$ cat src/rtl/icetap_readout_ctrl.sv
// Scan-clock sequencer: arms an icetap capture, then streams the captured window from the capture RAM.
// Define ICETAP_READOUT_HEADER_EN to prepend two header beats (window length, trigger offset).
module icetap_readout_ctrl #(
  parameter  int NR_SIGNALS   = 16,
  parameter  int RECORD_DEPTH = 256,
  localparam int ADDR_BITS    = $clog2(RECORD_DEPTH)
) (
  input  logic                  scan_clk,
  input  logic                  scan_reset_,
  input  logic                  host_arm,
  input  logic                  host_abort,
  output logic                  cap_start,
  input  logic [1:0]            cap_state,
  input  logic [ADDR_BITS-1:0]  cap_start_addr,
  input  logic [ADDR_BITS-1:0]  cap_trigger_addr,
  input  logic [ADDR_BITS-1:0]  cap_stop_addr,
  output logic                  mem_rd_ena,
  output logic [ADDR_BITS-1:0]  mem_rd_addr,
  input  logic [NR_SIGNALS-1:0] mem_rd_data,
  output logic                  out_valid,
  input  logic                  out_ready,
  output logic [NR_SIGNALS-1:0] out_data,
  output logic                  out_is_trigger,
  output logic                  out_last,
  output logic                  busy,
  output logic                  done
);
  localparam int LEN_BITS = ADDR_BITS + 1;
  localparam int ENT_BITS = NR_SIGNALS + 2;  // {is_trigger, last, data}

  typedef enum logic [2:0] {
    S_IDLE    = 3'd0,
    S_ARM     = 3'd1,
    S_CAPTURE = 3'd2,
`ifdef ICETAP_READOUT_HEADER_EN
    S_HDR     = 3'd3,
`endif
    S_READ    = 3'd4
  } state_t;

  state_t                state_q, state_d;
  logic                  cap_start_q, cap_start_d;
  logic                  done_q, done_d;
  logic [ADDR_BITS-1:0]  trig_q, trig_d;
  logic [ADDR_BITS-1:0]  rd_addr_q, rd_addr_d;
  logic [LEN_BITS-1:0]   rd_left_q, rd_left_d;
  logic                  pend_q, pend_d;
  logic                  pend_trig_q, pend_trig_d;
  logic                  pend_last_q, pend_last_d;
  logic [1:0]            fifo_cnt_q, fifo_cnt_d;
  logic [ENT_BITS-1:0]   e0_q, e0_d;
  logic [ENT_BITS-1:0]   e1_q, e1_d;

  logic                  pop_s;
  logic                  issue_s;
  logic                  push_s;
  logic [ENT_BITS-1:0]   push_word_s;
  logic [2:0]            occ_s;
  logic [ADDR_BITS-1:0]  win_diff_s;
  logic [LEN_BITS-1:0]   win_len_s;

`ifdef ICETAP_READOUT_HEADER_EN
  logic [ADDR_BITS-1:0]  start_q, start_d;
  logic [LEN_BITS-1:0]   len_q, len_d;
  logic                  hdr_sel_q, hdr_sel_d;
  logic [ENT_BITS-1:0]   hdr_word_s;

  // Header payloads, zero-extended, never flagged as trigger or last.
  always_comb begin
    hdr_word_s = '0;
    if (!hdr_sel_q) begin
      hdr_word_s[LEN_BITS-1:0] = len_q;
    end else begin
      hdr_word_s[ADDR_BITS-1:0] = trig_q - start_q;
    end
  end
`endif

  // Next-state, RAM read issue and 2-entry skid FIFO.
  always_comb begin
    state_d     = state_q;
    cap_start_d = 1'b0;
    done_d      = done_q;
    trig_d      = trig_q;
    rd_addr_d   = rd_addr_q;
    rd_left_d   = rd_left_q;
    pend_d      = 1'b0;
    pend_trig_d = pend_trig_q;
    pend_last_d = pend_last_q;
    fifo_cnt_d  = fifo_cnt_q;
    e0_d        = e0_q;
    e1_d        = e1_q;
`ifdef ICETAP_READOUT_HEADER_EN
    start_d     = start_q;
    len_d       = len_q;
    hdr_sel_d   = hdr_sel_q;
`endif
    issue_s     = 1'b0;
    pop_s       = (fifo_cnt_q != 2'd0) && out_ready;
    // A beat leaving this cycle frees its slot, which keeps 1 beat/clk with only 2 entries.
    occ_s       = {1'b0, fifo_cnt_q} + {2'b00, pend_q} - {2'b00, pop_s};
    push_s      = pend_q;
    push_word_s = {pend_trig_q, pend_last_q, mem_rd_data};
    win_diff_s  = cap_stop_addr - cap_start_addr;
    win_len_s   = (win_diff_s == '0) ? LEN_BITS'(RECORD_DEPTH) : {1'b0, win_diff_s};

    case (state_q)
      S_IDLE: begin
        if (host_arm) begin
          cap_start_d = 1'b1;
          done_d      = 1'b0;
          state_d     = S_ARM;
        end else begin
          state_d = S_IDLE;
        end
      end
      S_ARM: begin
        if (cap_state != 2'd0) begin
          state_d = S_CAPTURE;
        end else begin
          state_d = S_ARM;
        end
      end
      S_CAPTURE: begin
        if (cap_state == 2'd0) begin
          trig_d    = cap_trigger_addr;
          rd_addr_d = cap_start_addr;
          rd_left_d = win_len_s;
`ifdef ICETAP_READOUT_HEADER_EN
          start_d   = cap_start_addr;
          len_d     = win_len_s;
          hdr_sel_d = 1'b0;
          state_d   = S_HDR;
`else
          state_d   = S_READ;
`endif
        end else begin
          state_d = S_CAPTURE;
        end
      end
`ifdef ICETAP_READOUT_HEADER_EN
      S_HDR: begin
        if (occ_s < 3'd2) begin
          push_s      = 1'b1;
          push_word_s = hdr_word_s;
          hdr_sel_d   = 1'b1;
          state_d     = hdr_sel_q ? S_READ : S_HDR;
        end else begin
          state_d = S_HDR;
        end
      end
`endif
      S_READ: begin
        if ((rd_left_q != '0) && (occ_s < 3'd2)) begin
          issue_s     = 1'b1;
          pend_d      = 1'b1;
          pend_trig_d = (rd_addr_q == trig_q);
          pend_last_d = (rd_left_q == LEN_BITS'(1));
          rd_addr_d   = rd_addr_q + ADDR_BITS'(1);
          rd_left_d   = rd_left_q - LEN_BITS'(1);
        end else begin
          issue_s = 1'b0;
        end
        if (pop_s && e0_q[NR_SIGNALS]) begin
          done_d  = 1'b1;
          state_d = S_IDLE;
        end else begin
          state_d = S_READ;
        end
      end
      default: state_d = S_IDLE;
    endcase

    case (fifo_cnt_q)
      2'd0: begin
        if (push_s) begin
          e0_d       = push_word_s;
          fifo_cnt_d = 2'd1;
        end else begin
          fifo_cnt_d = 2'd0;
        end
      end
      2'd1: begin
        if (push_s && pop_s) begin
          e0_d = push_word_s;
        end else if (push_s) begin
          e1_d       = push_word_s;
          fifo_cnt_d = 2'd2;
        end else if (pop_s) begin
          fifo_cnt_d = 2'd0;
        end else begin
          fifo_cnt_d = 2'd1;
        end
      end
      2'd2: begin
        if (pop_s) begin
          e0_d = e1_q;
          if (push_s) begin
            e1_d = push_word_s;
          end else begin
            fifo_cnt_d = 2'd1;
          end
        end else begin
          fifo_cnt_d = 2'd2;
        end
      end
      default: fifo_cnt_d = 2'd0;
    endcase

    // Abort beats everything, including a simultaneous arm; the capture block keeps running.
    if (host_abort) begin
      state_d     = S_IDLE;
      cap_start_d = 1'b0;
      done_d      = 1'b0;
      pend_d      = 1'b0;
      fifo_cnt_d  = 2'd0;
      rd_left_d   = '0;
      issue_s     = 1'b0;
    end else begin
      pend_d = pend_d;
    end
  end

  // State and datapath registers with synchronous active-low reset.
  always_ff @(posedge scan_clk) begin
    if (!scan_reset_) begin
      state_q     <= S_IDLE;
      cap_start_q <= 1'b0;
      done_q      <= 1'b0;
      trig_q      <= '0;
      rd_addr_q   <= '0;
      rd_left_q   <= '0;
      pend_q      <= 1'b0;
      pend_trig_q <= 1'b0;
      pend_last_q <= 1'b0;
      fifo_cnt_q  <= 2'd0;
      e0_q        <= '0;
      e1_q        <= '0;
`ifdef ICETAP_READOUT_HEADER_EN
      start_q     <= '0;
      len_q       <= '0;
      hdr_sel_q   <= 1'b0;
`endif
    end else begin
      state_q     <= state_d;
      cap_start_q <= cap_start_d;
      done_q      <= done_d;
      trig_q      <= trig_d;
      rd_addr_q   <= rd_addr_d;
      rd_left_q   <= rd_left_d;
      pend_q      <= pend_d;
      pend_trig_q <= pend_trig_d;
      pend_last_q <= pend_last_d;
      fifo_cnt_q  <= fifo_cnt_d;
      e0_q        <= e0_d;
      e1_q        <= e1_d;
`ifdef ICETAP_READOUT_HEADER_EN
      start_q     <= start_d;
      len_q       <= len_d;
      hdr_sel_q   <= hdr_sel_d;
`endif
    end
  end

  assign cap_start      = cap_start_q;
  assign mem_rd_ena     = issue_s;
  assign mem_rd_addr    = issue_s ? rd_addr_q : '0;
  assign out_valid      = (fifo_cnt_q != 2'd0);
  assign out_data       = out_valid ? e0_q[NR_SIGNALS-1:0] : '0;
  assign out_last       = out_valid & e0_q[NR_SIGNALS];
  assign out_is_trigger = out_valid & e0_q[NR_SIGNALS+1];
  assign busy           = (state_q != S_IDLE);
  assign done           = done_q;

endmodule
$ cat config.mk
export PLATFORM = sky130hd
export DESIGN_NAME = icetap_readout_ctrl
export DESIGN_NICKNAME = d
export VERILOG_FILES = /design/src/rtl/icetap_readout_ctrl.sv
export SDC_FILE = /design/constraint.sdc
export NUM_CORES = 1
export LEC_CHECK = 0
export CAP_MARGIN = 5
export CORE_MARGIN = 2
export CORE_UTILIZATION = 25
export CTS_CLUSTER_DIAMETER = 80
export DETAILED_ROUTE_END_ITERATION = 7
export GPL_TIMING_DRIVEN = 0
export HOLD_SLACK_MARGIN = 0.1
export PLACE_DENSITY_LB_ADDON = 0.3
export SYNTH_ARGS = -nofsm -noshare
export SYNTH_HDL_FRONTEND = slang
export SYNTH_SLANG_ARGS = --single-unit
$ cat constraint.sdc
create_clock -name scan_clk -period 5.4 [get_ports scan_clk]
set_input_delay 0.81 -clock scan_clk [delete_from_list [all_inputs] [get_ports scan_clk]]
set_output_delay 0.81 -clock scan_clk [all_outputs]
set_load 0.01 [all_outputs]
=== Word-level counts from Yosys, hierarchy flattened ===
Cells that the tools add are included.

* Register bits after elaboration: 71
* Bits of input ports: 47
* Output and inout port bits: 31
* Logic and storage cells: 99

* $add $sub $neg: 5
* Magnitude comparators: 1
* Eq/ne operators: 16
* Multiplexer cells: 36
* Bitwise logic cells: 4
* Reductions and logical operators: 25

{| class="wikitable"
|+ Operators by type and width
! cell !! number
|-
| $mux 18 || 6
|-
| $pmux 18 s3 || 1
|-
| $pmux 18 s2 || 1
|-
| $mux 9 || 3
|-
| $mux 8 || 3
|-
| $pmux 9 s2 || 1
|-
| $mux 16 || 1
|-
| $ne 2x2->1 const B || 8
|-
| $pmux 8 s2 || 1
|-
| $pmux 3 s4 || 1
|-
| $mux 2 || 5
|-
| $reduce_bool 2->1 || 5
|-
| $eq 9x1->1 const B || 1
|-
| $mux 1 || 9
|-
| $reduce_and 3->1 || 3
|-
| $reduce_bool 9->1 || 1
|-
| $sub 9x1->9 const B || 1
|-
| $add 8x1->8 const B || 1
|-
| $eq 8x8->1 || 1
|-
| $logic_not 8->1 || 1
|-
| $sub 8x8->8 || 1
|-
| $mux 3 || 2
|-
| $pmux 2 s3 || 1
|-
| $reduce_and 2->1 || 3
|-
| 19 further kinds || 26
|}

=== Logic depth before layout (Yosys ltp) ===
* Depth in word-level cells: 9
* Mapped depth: 12
* Mapped depth without buffers: 10

=== Worst setup path before layout ===
No wires, ideal clock.

* Kind: input port to output port
* Start point: input port out_ready
* End point: output port mem_rd_addr[0]
* Data arrival time: 2,804 ps
* Setup slack: 1,786 ps
* Stages: 10
* Cell sequence: inv_1 -> nor2_1 -> o21ai_0 -> fa_1 -> xnor2_1 -> nand4b_1 -> or2_1 -> clkbuf_1 -> nor2_1 -> and2_1

* Cells in the longest elaborated chain, start to end: 8

{| class="wikitable"
|+ RTL lines
! element !! line !! text
|-
| start: declaration || 21 || <nowiki>input logic out_ready,</nowiki>
|-
| $logic_and 1x1->1 || 99 || <nowiki>pop_s = (fifo_cnt_q != 2'd0) && out_ready;</nowiki>
|-
| $sub 3x1->3 || 101 || <nowiki>occ_s = {1'b0, fifo_cnt_q} + {2'b00, pend_q} - {2'b00, pop_s};</nowiki>
|-
| $lt 3x2->1 || 154 || <nowiki>if ((rd_left_q != '0) && (occ_s < 3'd2)) begin</nowiki>
|-
| $logic_and 1x1->1 || 154 ||
|-
| $mux 1 || 154 ||
|-
| $mux 1 || - ||
|-
| $mux 1 || 211 || <nowiki>if (host_abort) begin</nowiki>
|-
| named net mem_rd_ena || 17 || <nowiki>output logic mem_rd_ena,</nowiki>
|-
| $mux 8 || 267 || <nowiki>assign mem_rd_addr = issue_s ? rd_addr_q : '0;</nowiki>
|-
| end: declaration || 18 || <nowiki>output logic [ADDR_BITS-1:0] mem_rd_addr,</nowiki>
|}

The timed path passes the listed nets, and every way through them passes these cells.

=== Final worst setup path ===
* Start point: input port out_ready
* End point: output port mem_rd_addr[5]

* Cells in the longest elaborated chain, start to end: 8

{| class="wikitable"
|+ RTL lines
! element !! line
|-
| $logic_and 1x1->1 || 99
|-
| $sub 3x1->3 || 101
|-
| $lt 3x2->1 || 154
|-
| $logic_and 1x1->1 || 154
|-
| $mux 1 || 154
|-
| $mux 1 || -
|-
| $mux 1 || 211
|-
| $mux 8 || 267
|}

No other way between the ends.

==> impl_metrics.yaml <==
power:
  powerDensity_nw_per_um2: 257
  ir_drop_v: 0.000122
  power_mw: 1.35
  power.leakage_nw: 2.10
die:
  die_y_um: 129
  core_sq_um: 15200
  core.rowCount: 45
  pin_count: 78
  initial_core_util_pct: 25.5
  dieWidth_um: 129
  die-area_sq_um: 16500
hold_path:
  whs_endpoint: "trig_q[1]"
  min_path_cells: 2
  hold_class: "register to register"
  min_from: "trig_q[1]"
route:
  routed-via-count: 3603
  drc: 0
  antenna_left: 0
  viasPerCell: 4.75
  drt_wl_total_um: 10600
  drtIter0Drc: 215
  wl_per_cell_um: 14.0
  dr.pass1.iters: 5
global_routing:
  grt_overflow: 0
  track_usage_pct: 13.2
  grt_start_max_net_pins: 14
  grt_first_pass_wirelength_um: 17400
  antenna_found_initial: 0
  grt_pass1_vias: 3579
clocking:
  worst_skew_pair.late_latency_ns: 0.33
  clk_pin_slew_worst_paths_ns: 0.05
  cts_buffers: 9
  cts_tree: "yes"
  cts.sinks: 71
  cts_root_buf: "clkbuf_16"
  post_cts.repair.setup_buffers: 0
  cts_htree_levels: 3
  clockBufferDepth: 2
sta:
  final-max-slew-violation-count: 0
  holdWs_ns: 0.471
  finalCriticalPeriod_ns: 5.05
  fin_worst_skew_ns: 0.00942
  fin_crit_sh_pct: 93.4
  hold_viol_final: 0
  fin_tns_setup_ns: 0
  fmax_mhz: 198
  relSlewSlack_pct: 42.6
  rsz0062_at_grt: "no"
  setup_viol: 0
  final.setup.worst_slack_ns: 0.355
  worst_slew_pin_slew_ns: 0.857
layout:
  layout-drive-gt1-share_pct: 6.14
  n_antenna_cell: 0
  nNetsFinal: 625
  final_area_sq_um: 5250
  area_delta_synth_final_pct: 35.1
worst_setup_path:
  cp_data_required_time_ns: 4.59
  crit_buf_inv: 4
  r2r_end: "rd_left_q[8]"
  crit_fanout: 9
  cp_num_cells: 12
  start_kind: "input pin"
  crit_path_cell_trace: "clkdlybuf4s50_1 > inv_1 > nor2_1 > o21ai_0 > fa_1 > xnor2_1 > nand4b_1 > or2_1 > clkbuf_1 > nor2_2 > and2_1 > clkdlybuf4s50_1"
  cp_common_cell: "clkdlybuf4s50_1"
  slowest_stage: "clkdlybuf4s50_1"
  end_kind: "output pin"
  crit_family: "buffers and inverters"
  reg2reg_slack_ns: 2.25
  r2r-start: "fifo_cnt_q[1]"
  crit_type: "input pin to output pin"
  slowest_delay_ns: 0.61
  worstRegToRegCells: 12
  cp.arrival_ns: 4.24
yosys:
  yosysSeqAreaShare_pct: 36.6
  syn_area_sq_um: 3880
  synth_largest_area_cell: "dfxtp_1"
  syn_avg_cell_area_sq_um: 8.14
  synth_top_family_by_area: "simple AND/OR/NAND/NOR gates"
  synth_compound_area_share_pct: 16.3
  synth_top_area_share_pct: 36.6
  synth_edf_count: 0
  synth_seq_cells: 71
  synthMuxAreaShare_pct: 10.1
  synth_cell_type_count: 51
  netlist_instances: 477
  synth_xor_area_share_pct: 3.16
  synth_flop_cell: "dfxtp_1"
  synth_nets: 537
  yosys_warnings: 0
  synthAdderAreaFrac_pct: 4.57
  synth.area.top_cells: "dfxtp_1, mux2i_1, nor2_1"
  yosys.area_share.simple_pct: 25.0
  synthArstFlopShare_pct: 0
placed_design:
  post-place-ws_ns: 0.237
  post_dp_cell_area_sq_um: 4890
  dp_hpwl_um: 8080
  place.gp.congestion: 0.826
  port_buffers: 77
outcome:
  status: "finished, final reports clean"
flow_run:
  maxCapViolations: 0
-- cells in the mapped netlist (9+ instances only) --
cell type / count
nand2b_1: 9
dfxtp_1: 71
mux2i_1: 39
buf_2: 10
inv_1: 12
a21oi_1: 28
and2_1: 27
nor2_1: 70
xnor2_1: 10
o21ai_0: 22
clkbuf_1: 18
ha_1: 11
nand2_1: 42
a211oi_1: 20
-- worst min-delay path: stages (launching register included) --
cell and delay, ns:
dfxtp_1 0.31, nand2_1 0.06, a21oi_1 0.05
-- cells by family (layout without fill, tap and decap cells) --
group,after synthesis,in the layout
and+or+nand+nor,198,198
AOI/OAI and AO/OA,100,100
DFF,71,71
buffers and inverters,42,135
muxes,39,39
xor gates and xnor gates,14,14
adders and majority gates,13,13
-- worst max-delay path by stage --
stage / endpoint / from
after CTS: mem_rd_addr[1] / out_ready
after global placement: mem_rd_addr[4] / out_ready
after floorplan: mem_rd_addr[0] / out_ready
after detailed placement: mem_rd_addr[1] / out_ready
final: mem_rd_addr[5] / out_ready
after global routing: mem_rd_addr[5] / out_ready
-- report_power, final --
group,leakage (nW),internal [mW],switching (mW)
Clock,0.170,0.467,0.237
Combinational,1.36,0.0608,0.0586
Sequential,0.572,0.525,0.00110
-- layout make-up --
| cell class | instances | area [sq um] |
|---|---|---|
| tap | 188 | 235 |
| sequential | 71 | 1420 |
| clock buffer | 10 | 239 |
| multi-input combinational | 364 | 2290 |
| buffer | 29 | 121 |
| inverter | 13 | 48.8 |
| fill | 1601 | 9960 |
| timing repair buffer | 77 | 771 |
| clock inverter | 6 | 115 |
-- flip-flops by register name (all words and copies together), names as in the netlist, 2 cells and up --
name        count
e1_q           18
e0_q           18
state_q         3
rd_addr_q       8
fifo_cnt_q      2
trig_q          8
rd_left_q       9
-- repair_timing --
action,CTS,global route
hold buffers,0,0
endpoints found under the setup margin,0,8
resized for setup,0,1
-- per-stage QoR --
stage               util [%]  cells
floorplan                  -    477
global placement        32.2    742
detailed placement      32.2    742
CTS                     34.5    758
global route            34.5    758
finish                  34.5    758
-- cells in the final DEF (no fill, tap or decap), types with 5 or more instances in the layout --
master            n
mux2i_1          39
nand2_1          42
clkdlybuf4s50_1  77
nand2b_1          9
dfxtp_1          71
and2_1           27
a211oi_1         20
a22oi_1           5
a21oi_1          28
nand3_1           7
ha_1             11
nor3_1            7
o21ai_0          22
nor2_1           69
clkbuf_1         18
and3_1            5
clkbuf_16         9
inv_1            12
buf_2            10
xnor2_1          10
-- layer usage --
metal	track usage (%)	part of all wire [%]	vias to the layer above	wire length (um)
met3	2.58	5.1	16	543
met5	0	0	-	0
met2	21.8	46	74	4940
met1	16.8	46	1679	4930
li1	-	-	1834	-
met4	5.56	1.9	0	206
Note: power is estimated with default switching activity, not from simulation.
